**src/rtl/z80fi_pkg.sv**
```systemverilog
// Shared Z80FI checker definitions: store-form opcodes, fail-cause codes
// and the LD (nn) checker state encoding.
package z80fi_pkg;

    localparam logic [7:0] OP_LD_NN_A  = 8'h32;
    localparam logic [7:0] OP_LD_NN_HL = 8'h22;
    localparam logic [7:0] OP_PFX_ED   = 8'hED;
    localparam logic [7:0] OP_PFX_DD   = 8'hDD;
    localparam logic [7:0] OP_PFX_FD   = 8'hFD;

    // ED-prefixed LD (nn),dd is 01dd0011: fixed upper pair and low nibble.
    localparam logic [1:0] ED_LD_NN_DD_HI = 2'b01;
    localparam logic [3:0] ED_LD_NN_DD_LO = 4'b0011;

    typedef enum logic [2:0] {
        FAIL_NONE    = 3'd0,
        FAIL_ADDR    = 3'd1,
        FAIL_DATA    = 3'd2,
        FAIL_TIMEOUT = 3'd3,
        FAIL_OVERLAP = 3'd4,
        FAIL_STRAY   = 3'd5
    } fail_code_e;

    typedef enum logic {
        ST_IDLE,
        ST_EXPECT
    } state_e;

    function automatic logic is_index_prefix(input logic [7:0] b);
        return (b == OP_PFX_DD) || (b == OP_PFX_FD);
    endfunction

endpackage

```
**src/rtl/z80fi_ld_ext_decode.sv**
```systemverilog
// Combinational decode of the LD (nn),r store family: recognition, byte
// count, target address nn and source value.
module z80fi_ld_ext_decode
    import z80fi_pkg::*;
#(
    parameter int MAX_BYTES = 2
) (
    input  logic        valid_i,
    input  logic [31:0] insn_i,
    input  logic [2:0]  insn_len_i,
    input  logic [15:0] reg1_rdata_i,
    output logic        hit_o,
    output logic [1:0]  byte_count_o,
    output logic [15:0] nn_o,
    output logic [15:0] value_o
);

    localparam logic [1:0] MAX_C = 2'(MAX_BYTES);

    logic [1:0]  count;
    logic [7:0]  op0;
    logic [7:0]  op1;

    assign op0 = insn_i[7:0];
    assign op1 = insn_i[15:8];

    always_comb begin
        // NOTE: every output of this block gets a default first so no path
        // leaves a value held, which would otherwise infer a latch.
        count   = 2'd0;
        nn_o    = insn_i[31:16];
        value_o = reg1_rdata_i;
        if (valid_i) begin
            if (insn_len_i == 3'd3 && op0 == OP_LD_NN_A) begin
                count   = 2'd1;
                nn_o    = insn_i[23:8];
                value_o = {8'h00, reg1_rdata_i[7:0]};
            end else if (insn_len_i == 3'd3 && op0 == OP_LD_NN_HL) begin
                count = 2'd2;
                nn_o  = insn_i[23:8];
            end else if (insn_len_i == 3'd4 && op0 == OP_PFX_ED &&
                         op1[7:6] == ED_LD_NN_DD_HI && op1[3:0] == ED_LD_NN_DD_LO) begin
                count = 2'd2;
            end else if (insn_len_i == 3'd4 && is_index_prefix(op0) &&
                         op1 == OP_LD_NN_HL) begin
                count = 2'd2;
            end
        end
    end

    // Forms wider than the configured maximum are simply not recognised.
    assign hit_o        = (count != 2'd0) && (count <= MAX_C);
    assign byte_count_o = count;

endmodule

```
**config.mk**
```make
export PLATFORM = sky130hd
export DESIGN_NAME = z80fi_ld_ext_decode
export DESIGN_NICKNAME = d
export VERILOG_FILES = /design/src/rtl/z80fi_pkg.sv /design/src/rtl/z80fi_ld_ext_decode.sv
export SDC_FILE = /design/constraint.sdc
export NUM_CORES = 1
export LEC_CHECK = 0
export ABC_AREA = 1
export ABC_CLOCK_PERIOD_IN_PS = 1750
export CAP_MARGIN = 25
export CORE_AREA = 2 2 39 41
export DETAILED_ROUTE_END_ITERATION = 8
export DIE_AREA = 0 0 41 43
export DONT_BUFFER_PORTS = 1
export SLEW_MARGIN = 20
export SYNTH_ARGS = -nofsm -noshare
export SYNTH_HDL_FRONTEND = slang
export SYNTH_SLANG_ARGS = --single-unit
```
**constraint.sdc**
```tcl
create_clock -name vclk -period 1.75
set_input_delay 0.35 -clock vclk [all_inputs]
set_output_delay 0.35 -clock vclk [all_outputs]
set_load 0.05 [all_outputs]
```
==> out/qor.yml <==
timing:
  fmax_mhz: 576
  setup_repair_after_global_routing_missed_its_margin: "yes"
  min_period_ns: 1.74
  timing.final.max_slew_violations: 0
  timing.final.ws_setup_ns: 0.0134
  layout_worst_path_cycle_share_pct: 99.2
  final-hold-violation-count: 0
  worstMarginPinSlew_ns: 0.425
  timing.max_slew.rel_slack_pct: 71.6
  setup_viol_count_final: 0
  worst_hold_slack_ns: 0.700
layout:
  design.final.nets: 181
  areaGrowthSynthToFinish_pct: 64.3
  layout-drive-gt1-share_pct: 44.9
  seqCellArea_um2: 0
  fillers: 121
  clockBufferCount: 0
  final_design_area_no_fill_um2: 950
  diodes: 0
  layout.sequential_cells: 0
synth:
  multiplexer_share_of_the_synthesized_area_pct: 0
  synth_seq_area_share_pct: 0
  ys_warn_count: 0
  synth_area_leaders: "sky130_fd_sc_hd__nand2_1 (36%), sky130_fd_sc_hd__nand3_1 (16%), sky130_fd_sc_hd__inv_1 (12%)"
  netlist.top_cell.by_area: "sky130_fd_sc_hd__nand2_1"
  syn_inst: 121
  synth_cell_type_count: 14
  synth-xor-area-share_pct: 0
  synth_top_family_by_area: "simple AND/OR/NAND/NOR gates"
  post_synth_fa_ha_maj_area_fraction_pct: 0
  yosys.area.top_type_share_pct: 36.4
  synth_compound_area_share_pct: 0
  synthesis.nets: 173
  mean_instance_size_in_the_synthesized_netlist_um2: 4.78
  synth_simple_gate_area_share_pct: 72.7
  mappedNetlistArea_um2: 578
hold_path:
  timing.hold.worst.class: "in2out"
  min_path_cells: 0
  end_point_of_the_worst_hold_path: "value_o[1]"
  worst_hold_startpoint: "reg1_rdata_i[1]"
placement:
  postPlaceCellArea_um2: 762
  placement.io_buffers: 0
  preCtsSetupSlack_ns: 0.0316
  detailedPlacementHpwl_um: 1350
  finalWeightedCongestion: 0.708
routing:
  wl_per_cell_um: 12.6
  detailedRoute.firstPassIterationCount: 4
  total_length_of_routed_wires_um: 1800
  final_antenna_net_count: 0
  drt_iter0_markers: 9
  drcViolationCount: 0
  via_count: 735
  detail_route.vias_per_cell: 5.14
grt:
  grt_max_degree: 17
  antenna_found_initial: 0
  first_pass_grt_wire_length_um: 2440
  grt.overflow.total: 0
  grt.total_usage_pct: 18.3
  number_of_global_route_vias_before_repair: 564
floorplanning:
  area_enclosed_by_the_die_boundary_mm2: 0.00176
  die_height_um: 43
  fp-row-count: 14
  io_pins: 87
  floorplan.initialDensity_pct: 41.8
  chipWidth_um: 41
  coreArea_mm2: 0.00138
critical_path:
  setup.worst_path.start_class: "input pin"
  timing.critical_path.slowest_cell_delay_ns: 0.19
  path_delay_family: "simple AND/OR/NAND/NOR gates"
  cp.arrival_ns: 1.39
  cp_max_fo: 7
  timing.critical_path.required_ns: 1.40
  crit_path_cell_trace: "nor2_4, nand3_2, nor2_4, nand3_4, buf_6, nand3_2, nand2_2, buf_12"
  crit_path_end_kind: "output port"
  critPathKind: "in2out"
  timing.critical_path.slowest_stage_cell: "sky130_fd_sc_hd__nor2_4"
  critical_path_buf_inv_count: 2
power:
  p_per_area_mw_per_mm2: 224
  reported_leakage_power_nw: 0.521
  vdd_ir_drop_max_mv: 0.164
run_status:
  outcome: "completed"
run:
  maxCapViolations: 0
clocking:
  cts.hold.buffers_added: 0
  post_cts_buffers: 0
  post_cts_resized: 0
final cells by class:
| type | instances | area, um2 | area share, % |
|---|---|---|---|
| Inverter | 19 | 75.1 | 7.91 |
| Multi-Input combinational cell | 91 | 608 | 64.0 |
| Tap cell | 16 | 20.0 | 2.11 |
| Timing Repair Buffer | 17 | 246 | 26.0 |
worst max path at each step:
stage	start	depth (start not counted)	slack, ns	endpoint
finish	insn_i[2]	8	0.01	nn_o[0]
floorplan	insn_i[2]	6	0.02	hit_o
global route	insn_i[2]	8	-0.05	nn_o[2]
CTS	insn_i[2]	8	0.04	nn_o[5]
global placement	insn_i[2]	8	0.08	nn_o[0]
detailed placement	insn_i[2]	8	0.03	nn_o[5]
placed cells by master, fill, tap and decap left out:
cell type                    Yosys  layout
sky130_fd_sc_hd__nand3_1        19       7
sky130_fd_sc_hd__nand3_4         2       2
sky130_fd_sc_hd__inv_2           1       1
sky130_fd_sc_hd__nand3_2         0      12
sky130_fd_sc_hd__buf_6           1       3
sky130_fd_sc_hd__buf_2           3       2
sky130_fd_sc_hd__clkinvlp_4      0       1
sky130_fd_sc_hd__buf_12          0       9
sky130_fd_sc_hd__nand4_1         1       1
sky130_fd_sc_hd__nand2_4         1      12
sky130_fd_sc_hd__nand2_2         0       7
sky130_fd_sc_hd__nand2_8         0       1
sky130_fd_sc_hd__nor2_4          1       2
sky130_fd_sc_hd__nor3_2          2       2
sky130_fd_sc_hd__inv_1          18      17
sky130_fd_sc_hd__nor2_1          7       6
sky130_fd_sc_hd__nor3_1          1       1
sky130_fd_sc_hd__buf_4           8       3
sky130_fd_sc_hd__nand2_1        56      38
cells by family (layout without fill, tap and decap cells):
| family | after synthesis | after routing |
|---|---|---|
| AND/OR/NAND/NOR | 90 | 91 |
| buffers and inverters | 31 | 36 |
per-stage QoR:
| stage | setup TNS, ns | cells | util (%) | power [W] |
|---|---|---|---|---|
| final | 0 | 143 | 68.6 | 0.000213 |
| after global routing | -0.691 | 143 | 68.6 | 0.000222 |
| after CTS | 0 | 140 | 55.1 | 0.000195 |
| after detailed placement | 0 | 140 | 55.1 | 0.000195 |
| after global placement | 0 | 140 | 55.1 | 0.000194 |
| after floorplan | 0 | 121 | - | 0.000203 |
layer usage:
metal | vias up | wire [um] | track usage (%) | share of wire, %
li1 | 372 | - | - | -
met1 | 326 | 651 | 24.4 | 36
met2 | 37 | 966 | 31.3 | 54
met3 | 0 | 182 | 3.14 | 10
met4 | 0 | 0 | 0 | 0
met5 | - | 0 | 0 | 0
power breakdown:
part / switching [W] / internal (W)
clock: 0 / 0
sequential: 0 / 0
combinational: 0.000148 / 0.0000649
total: 0.000148 / 0.0000649
synth_stat cells:
master / instances
sky130_fd_sc_hd__nand3_4: 2
sky130_fd_sc_hd__nand2_1: 56
sky130_fd_sc_hd__buf_4: 8
sky130_fd_sc_hd__nor3_2: 2
sky130_fd_sc_hd__nand4_1: 1
sky130_fd_sc_hd__nor2_1: 7
sky130_fd_sc_hd__inv_1: 18
sky130_fd_sc_hd__nor3_1: 1
sky130_fd_sc_hd__nand2_4: 1
sky130_fd_sc_hd__nor2_4: 1
sky130_fd_sc_hd__inv_2: 1
sky130_fd_sc_hd__buf_6: 1
sky130_fd_sc_hd__buf_2: 3
sky130_fd_sc_hd__nand3_1: 19
Power figures use the tool's default switching activity.
